$ cat src/rtl/mem_arbiter_pkg.sv
// Shared encodings for the three-client RAM arbiter: slot FSM states and owner IDs.
package mem_arbiter_pkg;

  typedef enum logic [1:0] {
    ST_IDLE = 2'd0,
    ST_ADDR = 2'd1,
    ST_DATA = 2'd2
  } state_t;

  typedef enum logic [1:0] {
    OWN_VGA = 2'd0,
    OWN_CPU = 2'd1,
    OWN_LDR = 2'd2
  } owner_t;

  localparam int CNT_W = 4;

endpackage

$ cat src/rtl/mem_arbiter_pick.sv
// Fixed-priority winner select (VGA > CPU > loader); a starved loader outranks
// the CPU but never VGA.
import mem_arbiter_pkg::*;

module mem_arbiter_pick (
  input  logic   vga_pend,
  input  logic   cpu_pend,
  input  logic   ldr_pend,
  input  logic   starved,
  output logic   win_valid,
  output owner_t win_owner
);

  // priority/starvation winner select
  always_comb begin
    win_valid = 1'b1;
    win_owner = OWN_VGA;
    if (vga_pend) begin
      win_owner = OWN_VGA;
    end else if (ldr_pend && starved) begin
      win_owner = OWN_LDR;
    end else if (cpu_pend) begin
      win_owner = OWN_CPU;
    end else if (ldr_pend) begin
      win_owner = OWN_LDR;
    end else begin
      win_valid = 1'b0;
      win_owner = OWN_VGA;
    end
  end

endmodule

$ cat src/rtl/mem_arbiter.sv
// Two-cycle-slot arbiter sharing one synchronous 64K x 8 RAM between VGA fetch,
// the CPU (stalled via cpu_ce) and a boot/DMA loader.
import mem_arbiter_pkg::*;

module mem_arbiter #(
  parameter int         AW       = 16,
  parameter int         DW       = 8,
  parameter logic [2:0] VGA_BASE = 3'b010,
  parameter int         STARVE   = 8
) (
  input  logic          clock,
  input  logic          reset,
  input  logic          cpu_req,
  input  logic [AW-1:0] cpu_a,
  input  logic [DW-1:0] cpu_d,
  input  logic          cpu_we,
  output logic [DW-1:0] cpu_q,
  output logic          cpu_ack,
  output logic          cpu_ce,
  input  logic          vga_req,
  input  logic [12:0]   vga_a,
  output logic [DW-1:0] vga_q,
  output logic          vga_ack,
  input  logic          ldr_req,
  input  logic [AW-1:0] ldr_a,
  input  logic [DW-1:0] ldr_d,
  input  logic          ldr_we,
  output logic [DW-1:0] ldr_q,
  output logic          ldr_ack,
  output logic [AW-1:0] ram_a,
  output logic [DW-1:0] ram_d,
  output logic          ram_we,
  input  logic [DW-1:0] ram_q
);

  localparam logic [CNT_W-1:0] STARVE_TH = CNT_W'(STARVE);
  localparam logic [CNT_W-1:0] CNT_MAX   = {CNT_W{1'b1}};

  state_t            state_r, state_nx_s;
  owner_t            owner_r, win_owner_s;
  logic              win_valid_s, ldr_win_s, slot_we_r;
  logic              arb_s, done_s, starved_s;
  logic              vga_pend_s, cpu_pend_s, ldr_pend_s;
  logic [AW-1:0]     ram_a_r, sel_a_s;
  logic [DW-1:0]     ram_d_r, sel_d_s;
  logic              ram_we_r, sel_we_s;
  logic [DW-1:0]     cpu_q_r, vga_q_r, ldr_q_r;
  logic              cpu_ack_r, vga_ack_r, ldr_ack_r;
  logic [CNT_W-1:0]  starve_cnt_r;

  // The slot owner is masked at its own completion edge as well as in its
  // ack cycle, so a request still held at that edge is never served twice.
  assign vga_pend_s = vga_req & ~vga_ack_r & ~(done_s & (owner_r == OWN_VGA));
  assign cpu_pend_s = cpu_req & ~cpu_ack_r & ~(done_s & (owner_r == OWN_CPU));
  assign ldr_pend_s = ldr_req & ~ldr_ack_r & ~(done_s & (owner_r == OWN_LDR));
  assign starved_s  = (starve_cnt_r >= STARVE_TH);
  assign ldr_win_s  = win_valid_s & (win_owner_s == OWN_LDR);

  mem_arbiter_pick u_pick (
    .vga_pend  (vga_pend_s),
    .cpu_pend  (cpu_pend_s),
    .ldr_pend  (ldr_pend_s),
    .starved   (starved_s),
    .win_valid (win_valid_s),
    .win_owner (win_owner_s)
  );

  // slot FSM next state; arbitration happens leaving IDLE or DATA
  always_comb begin
    state_nx_s = state_r;
    arb_s      = 1'b0;
    done_s     = 1'b0;
    case (state_r)
      ST_IDLE: begin
        arb_s      = 1'b1;
        state_nx_s = win_valid_s ? ST_ADDR : ST_IDLE;
      end
      ST_ADDR: state_nx_s = ST_DATA;
      ST_DATA: begin
        arb_s      = 1'b1;
        done_s     = 1'b1;
        state_nx_s = win_valid_s ? ST_ADDR : ST_IDLE;
      end
      default: state_nx_s = ST_IDLE;
    endcase
  end

  // address/data/write-enable mux for the winning client
  always_comb begin
    sel_a_s  = {AW{1'b0}};
    sel_d_s  = {DW{1'b0}};
    sel_we_s = 1'b0;
    case (win_owner_s)
      OWN_VGA: sel_a_s = AW'({VGA_BASE, vga_a});
      OWN_CPU: begin
        sel_a_s  = cpu_a;
        sel_d_s  = cpu_d;
        sel_we_s = cpu_we;
      end
      OWN_LDR: begin
        sel_a_s  = ldr_a;
        sel_d_s  = ldr_d;
        sel_we_s = ldr_we;
      end
      default: sel_we_s = 1'b0;
    endcase
  end

  // slot FSM state register
  always_ff @(posedge clock) begin
    if (reset) begin
      state_r <= ST_IDLE;
    end else begin
      state_r <= state_nx_s;
    end
  end

  // datapath: RAM command latch, read-data capture and ack pulses
  always_ff @(posedge clock) begin
    if (reset) begin
      owner_r   <= OWN_VGA;
      slot_we_r <= 1'b0;
      ram_a_r   <= {AW{1'b0}};
      ram_d_r   <= {DW{1'b0}};
      ram_we_r  <= 1'b0;
      cpu_q_r   <= {DW{1'b0}};
      vga_q_r   <= {DW{1'b0}};
      ldr_q_r   <= {DW{1'b0}};
      cpu_ack_r <= 1'b0;
      vga_ack_r <= 1'b0;
      ldr_ack_r <= 1'b0;
    end else begin
      cpu_ack_r <= done_s & (owner_r == OWN_CPU);
      vga_ack_r <= done_s & (owner_r == OWN_VGA);
      ldr_ack_r <= done_s & (owner_r == OWN_LDR);
      if (done_s && !slot_we_r) begin
        case (owner_r)
          OWN_VGA: vga_q_r <= ram_q;
          OWN_CPU: cpu_q_r <= ram_q;
          OWN_LDR: ldr_q_r <= ram_q;
          default: vga_q_r <= vga_q_r;
        endcase
      end
      if (arb_s && win_valid_s) begin
        owner_r   <= win_owner_s;
        ram_a_r   <= sel_a_s;
        ram_d_r   <= sel_d_s;
        ram_we_r  <= sel_we_s;
        slot_we_r <= sel_we_s;
      end else begin
        ram_we_r  <= 1'b0;
      end
    end
  end

  // loader starvation counter, saturating
  always_ff @(posedge clock) begin
    if (reset) begin
      starve_cnt_r <= {CNT_W{1'b0}};
    end else if (!ldr_req || (arb_s && ldr_win_s)) begin
      starve_cnt_r <= {CNT_W{1'b0}};
    end else if (arb_s && ldr_pend_s && (starve_cnt_r != CNT_MAX)) begin
      starve_cnt_r <= starve_cnt_r + {{(CNT_W-1){1'b0}}, 1'b1};
    end else begin
      starve_cnt_r <= starve_cnt_r;
    end
  end

  assign ram_a   = ram_a_r;
  assign ram_d   = ram_d_r;
  assign ram_we  = ram_we_r;
  assign cpu_q   = cpu_q_r;
  assign vga_q   = vga_q_r;
  assign ldr_q   = ldr_q_r;
  assign cpu_ack = cpu_ack_r;
  assign cpu_ce  = cpu_ack_r;
  assign vga_ack = vga_ack_r;
  assign ldr_ack = ldr_ack_r;

endmodule

$ cat config.mk
export PLATFORM = sky130hd
export DESIGN_NAME = mem_arbiter
export DESIGN_NICKNAME = d
export VERILOG_FILES = /design/src/rtl/mem_arbiter_pkg.sv /design/src/rtl/mem_arbiter_pick.sv /design/src/rtl/mem_arbiter.sv
export SDC_FILE = /design/constraint.sdc
export NUM_CORES = 1
export LEC_CHECK = 0
export ABC_AREA = 1
export CAP_MARGIN = 20
export CORE_UTILIZATION = 29
export DETAILED_ROUTE_END_ITERATION = 12
export SLEW_MARGIN = 20
export SYNTH_ARGS = -nofsm -noshare
export SYNTH_HDL_FRONTEND = slang
export SYNTH_SLANG_ARGS = --single-unit
$ cat constraint.sdc
create_clock -name clock -period 2.65 [get_ports clock]
set_clock_uncertainty 0.15 [all_clocks]
set_input_delay 0.6625 -clock clock [delete_from_list [all_inputs] [get_ports clock]]
set_output_delay 0.6625 -clock clock [all_outputs]
set_load 0.005 [all_outputs]
==> results of run 1 <==
## per-layer routing
layer | global-route usage (%) | up-vias
met5 | 0 | -
met4 | 6.54 | 0
met3 | 3.49 | 6
met2 | 29.0 | 70
met1 | 20.9 | 1408
li1 | - | 1676
## power by group through the flow
stage | logic, W | clock network, W | registers (W)
after floorplan | 0.000286 | 0 | 0.00103
after global placement | 0.000575 | 0 | 0.00103
after global routing | 0.000642 | 0.000972 | 0.00102
final | 0.000580 | 0.000898 | 0.00101
after detailed placement | 0.000578 | 0 | 0.00103
after CTS | 0.000582 | 0.000933 | 0.00101
## state kept, by name, indices dropped and copies added (netlist names)
name,cells
state_r,2
ram_d,8
cpu_q,8
owner_r,2
ldr_q,8
ram_a,16
starve_cnt_r,4
ldr_ack,1
vga_ack,1
cpu_ack,1
slot_we_r,1
ram_we,1
vga_q,8
## Yosys cell counts
| library cell | number | share of area (%) |
|---|---|---|
| sky130_fd_sc_hd__nand2_1 | 116 | 14 |
| sky130_fd_sc_hd__nor2_2 | 2 | 0.41 |
| sky130_fd_sc_hd__clkbuf_1 | 7 | 0.86 |
| sky130_fd_sc_hd__ha_1 | 6 | 2.4 |
| sky130_fd_sc_hd__buf_6 | 5 | 1.8 |
| sky130_fd_sc_hd__xnor2_1 | 2 | 0.57 |
| sky130_fd_sc_hd__a21oi_1 | 24 | 3.9 |
| sky130_fd_sc_hd__buf_1 | 1 | 0.12 |
| sky130_fd_sc_hd__nand2_4 | 1 | 0.37 |
| sky130_fd_sc_hd__dfxtp_1 | 61 | 40 |
| sky130_fd_sc_hd__nand4_1 | 1 | 0.20 |
| sky130_fd_sc_hd__nor2_1 | 98 | 12 |
| sky130_fd_sc_hd__a22o_1 | 8 | 2.3 |
| sky130_fd_sc_hd__nand2_2 | 4 | 0.82 |
| sky130_fd_sc_hd__nand3_4 | 1 | 0.57 |
| sky130_fd_sc_hd__buf_4 | 2 | 0.49 |
| sky130_fd_sc_hd__xor2_1 | 1 | 0.29 |
| sky130_fd_sc_hd__o21ai_0 | 27 | 4.4 |
| sky130_fd_sc_hd__nand3_2 | 14 | 4.6 |
| sky130_fd_sc_hd__nor2_4 | 1 | 0.37 |
| sky130_fd_sc_hd__nand3_1 | 27 | 4.4 |
| sky130_fd_sc_hd__inv_1 | 28 | 3.4 |
| sky130_fd_sc_hd__buf_2 | 9 | 1.5 |
| sky130_fd_sc_hd__nor3_1 | 1 | 0.16 |
## worst max-delay path by stage
stage,to,slack (ns),cells past startpoint
6_report,slot_we_r,0.14,14
5_1_grt,slot_we_r,0.01,14
3_3_place_gp,ram_a[10],-0.19,14
2_1_floorplan,ram_a[13],0.26,13
4_1_cts,slot_we_r,0.13,14
3_5_place_dp,slot_we_r,-0.22,14
## cells by family after synthesis
family                     Yosys count  synth area share [%]
and+or+nand+nor                    266                  38.1
DFF                                 61                  39.8
AOI/OAI and AO/OA                   59                  10.6
buffers and inverters               52                  8.20
adders and majority gates            6                  2.45
xor gates and xnor gates             3                 0.857
## per-stage QoR
step                util (%)  total power (W)  instances  setup TNS [ns]  hold WS, ns
floorplan                  -          0.00132        447               0        0.271
global placement        44.1          0.00161        702           -3.95        0.285
detailed placement      44.1          0.00161        702           -4.61        0.292
CTS                     46.2          0.00253        718               0        0.302
global route            46.3          0.00263        718               0        0.336
finish                  46.3          0.00249        718               0        0.301
## area by class of cell
cell class                      instances  area share [%]
Multi-Input combinational cell        334            33.7
Timing Repair Buffer                  143            30.3
Sequential cell                        61            25.7
Tap cell                              136            3.58
Clock buffer                           10            2.68
Inverter                               28            2.21
Clock inverter                          6            1.84
==> flow_metrics.tcl, run 1 <==
set metrics [dict create \
    synth.avg_cell_area_um2 6.86 \
    growth_of_design_area_from_synthesis_to_finish_pct 55.2 \
    cpLargestDelayFamily "buffers and inverters" \
    cts_tree "built" \
    cts-resized-gates 0 \
    globalRouteTotalUtil_pct 17.0 \
    worst_path_largest_cell_delay_ns 0.46 \
    max_clock_freq_ghz 0.398 \
    h-tree-depth 3 \
    most_used_cells_in_the_layout_excluding_fill_and_tap_cells "sky130_fd_sc_hd__clkdlybuf4s50_1 (128), sky130_fd_sc_hd__nand2_1 (116), sky130_fd_sc_hd__nor2_1 (97), sky130_fd_sc_hd__dfxtp_1 (61)" \
    reg2reg_from "state_r[1]" \
    final-max-slew-violation-count 0 \
    routedLengthMet1_um 4090 \
    largest_voltage_drop_on_the_vdd_net_v 0.000245 \
    ys_seq_elements 61 \
    dp_slack_ns -0.217 \
    worst_hold_path.endpoint "state_r[1]" \
    cts.sink_count 61 \
    synth.yosys.seq_area_share_pct 39.8 \
    met3_length_um 334 \
    post_route_cells_drive_above_1_share_pct 9.62 \
    crit_path_setup_slack_layout_ns 0.140 \
    hold_path_class "register to register" \
    regArea_um2 1220 \
    postCtsSetupRepairBufs 0 \
    cts_made_buffers 9 \
    worst_ep_required_time_ns 2.77 \
    grt.overflow.total 0 \
    worst_r2r_endpoint "ram_d[4]" \
    antenna_found_initial 0 \
    num-fill-cells 1084 \
    top_layer_used "met4" \
    comb_power_share_pct 23.3 \
    grt_first_pass_wirelength_um 14900 \
    drt_pass_1_iters 4 \
    postRouteAntennaNets 0 \
    final_nets 659 \
    critPathBufInv 6 \
    ff2ff_path_depth 14 \
    final.min_clock_period_ns 2.51 \
    worst_ep_arrival_time_ns 2.63 \
    cellInternalPower_w 0.00182 \
    min-delay-start "state_r[1]" \
    timing.final.crit_share_pct 94.7 \
    grt_max_degree 48 \
    setup_repair_after_global_routing_missed_its_margin "false" \
    tightestPinTransition_ns 0.570 \
    met2RoutedLength_um 4400 \
    fp.coreArea_um2 10300 \
    fp.dieArea_um2 11000 \
    net_switching_power_figure_w 0.000667 \
    timing.critical_path.cells "clkdlybuf4s50_1, inv_1, nor2_1, inv_1, nor2_1, nand3_2, inv_1, ha_1, buf_12, buf_4, nand2_1, a21oi_1, nand2_1, nand2_1" \
    clock_insertion_delay_worst_skew_ns 0.33 \
    crit_fanout 23 \
    worstSetupStartpointType "input pin" \
    commonest_non_fill_non_tap_cell_in_the_layout "sky130_fd_sc_hd__clkdlybuf4s50_1" \
    initial_core_util_pct 29.8 \
    grt_pass1_vias 3078 \
    io_pins 129 \
    die_w_um 105 \
    cp_slowest_cell "sky130_fd_sc_hd__clkdlybuf4s50_1" \
    critPathKind "input pin to register" \
    post_dr_vias_cell 4.40 \
    setup.worst_path.start "cpu_req" \
    post-route-cell-area_um2 4760 \
    clockBufferDepth 2 \
    yosys_warnings 0 \
    max-cap-violations 0 \
    pwr-share-clk_pct 36.1 \
    cts_hold_buf 0 \
    multiInputGateArea_um2 1600 \
    timing.slew.headroom_pct 62.0 \
    post_detailed_placement_cell_area_um2 4530 \
    seq_power_share_pct 40.7 \
    netlist_instances 447 \
    dpl.hpwl_um 6700 \
    synth.lib_cells_used.distinct 24 \
    io_buffer_count 128 \
    p_sw_share_pct 26.8 \
    setup.worst_path.end_class "register" \
    gp_congestion 0.855 \
    routed_wirelength_um 8950 \
    ctsRootBufferMaster "sky130_fd_sc_hd__clkbuf_8" \
    remaining_drc_errors 0 \
    worst_setup_hold_path_clk_slew_ns 0.07 \
    setup_violations 0 \
    n_diodes 0 \
    setup.reg_to_reg.worst_slack_ns 0.48 \
    run_status "completed" \
    route.detailed.wl_per_inst_um 12.5 \
    row_count 37 \
    power.leakage_nw 2.04 \
    final-hold-violation-count 0 \
    vias 3160 \
    min_delay_path_depth 1 \
    drtIter0Drc 110 \
    synthesized_netlist_net_count 529 \
    synthesis.area_um2 3070 \
    power_density_nw_per_um2 523 \
    die-height_um 105 \
]
Note: power is estimated with default switching activity, not from simulation.
==> run 2, diff against run 1 <==
--- a/config.mk
+++ b/config.mk
@@ -9,7 +9,7 @@
 export CAP_MARGIN = 20
 export CORE_UTILIZATION = 29
 export DETAILED_ROUTE_END_ITERATION = 12
-export SLEW_MARGIN = 20
+export SLEW_MARGIN = 30
 export SYNTH_ARGS = -nofsm -noshare
 export SYNTH_HDL_FRONTEND = slang
 export SYNTH_SLANG_ARGS = --single-unit
==> results of run 2 <==
The final DEF is identical to that of run 1; final timing and power are the same.
==> run 3, diff against run 2 <==
--- a/config.mk
+++ b/config.mk
@@ -6,7 +6,7 @@
 export NUM_CORES = 1
 export LEC_CHECK = 0
 export ABC_AREA = 1
-export CAP_MARGIN = 20
+export CAP_MARGIN = 30
 export CORE_UTILIZATION = 29
 export DETAILED_ROUTE_END_ITERATION = 12
 export SLEW_MARGIN = 30
==> results of run 3 <==
The final DEF is identical to that of run 1; final timing and power are the same.
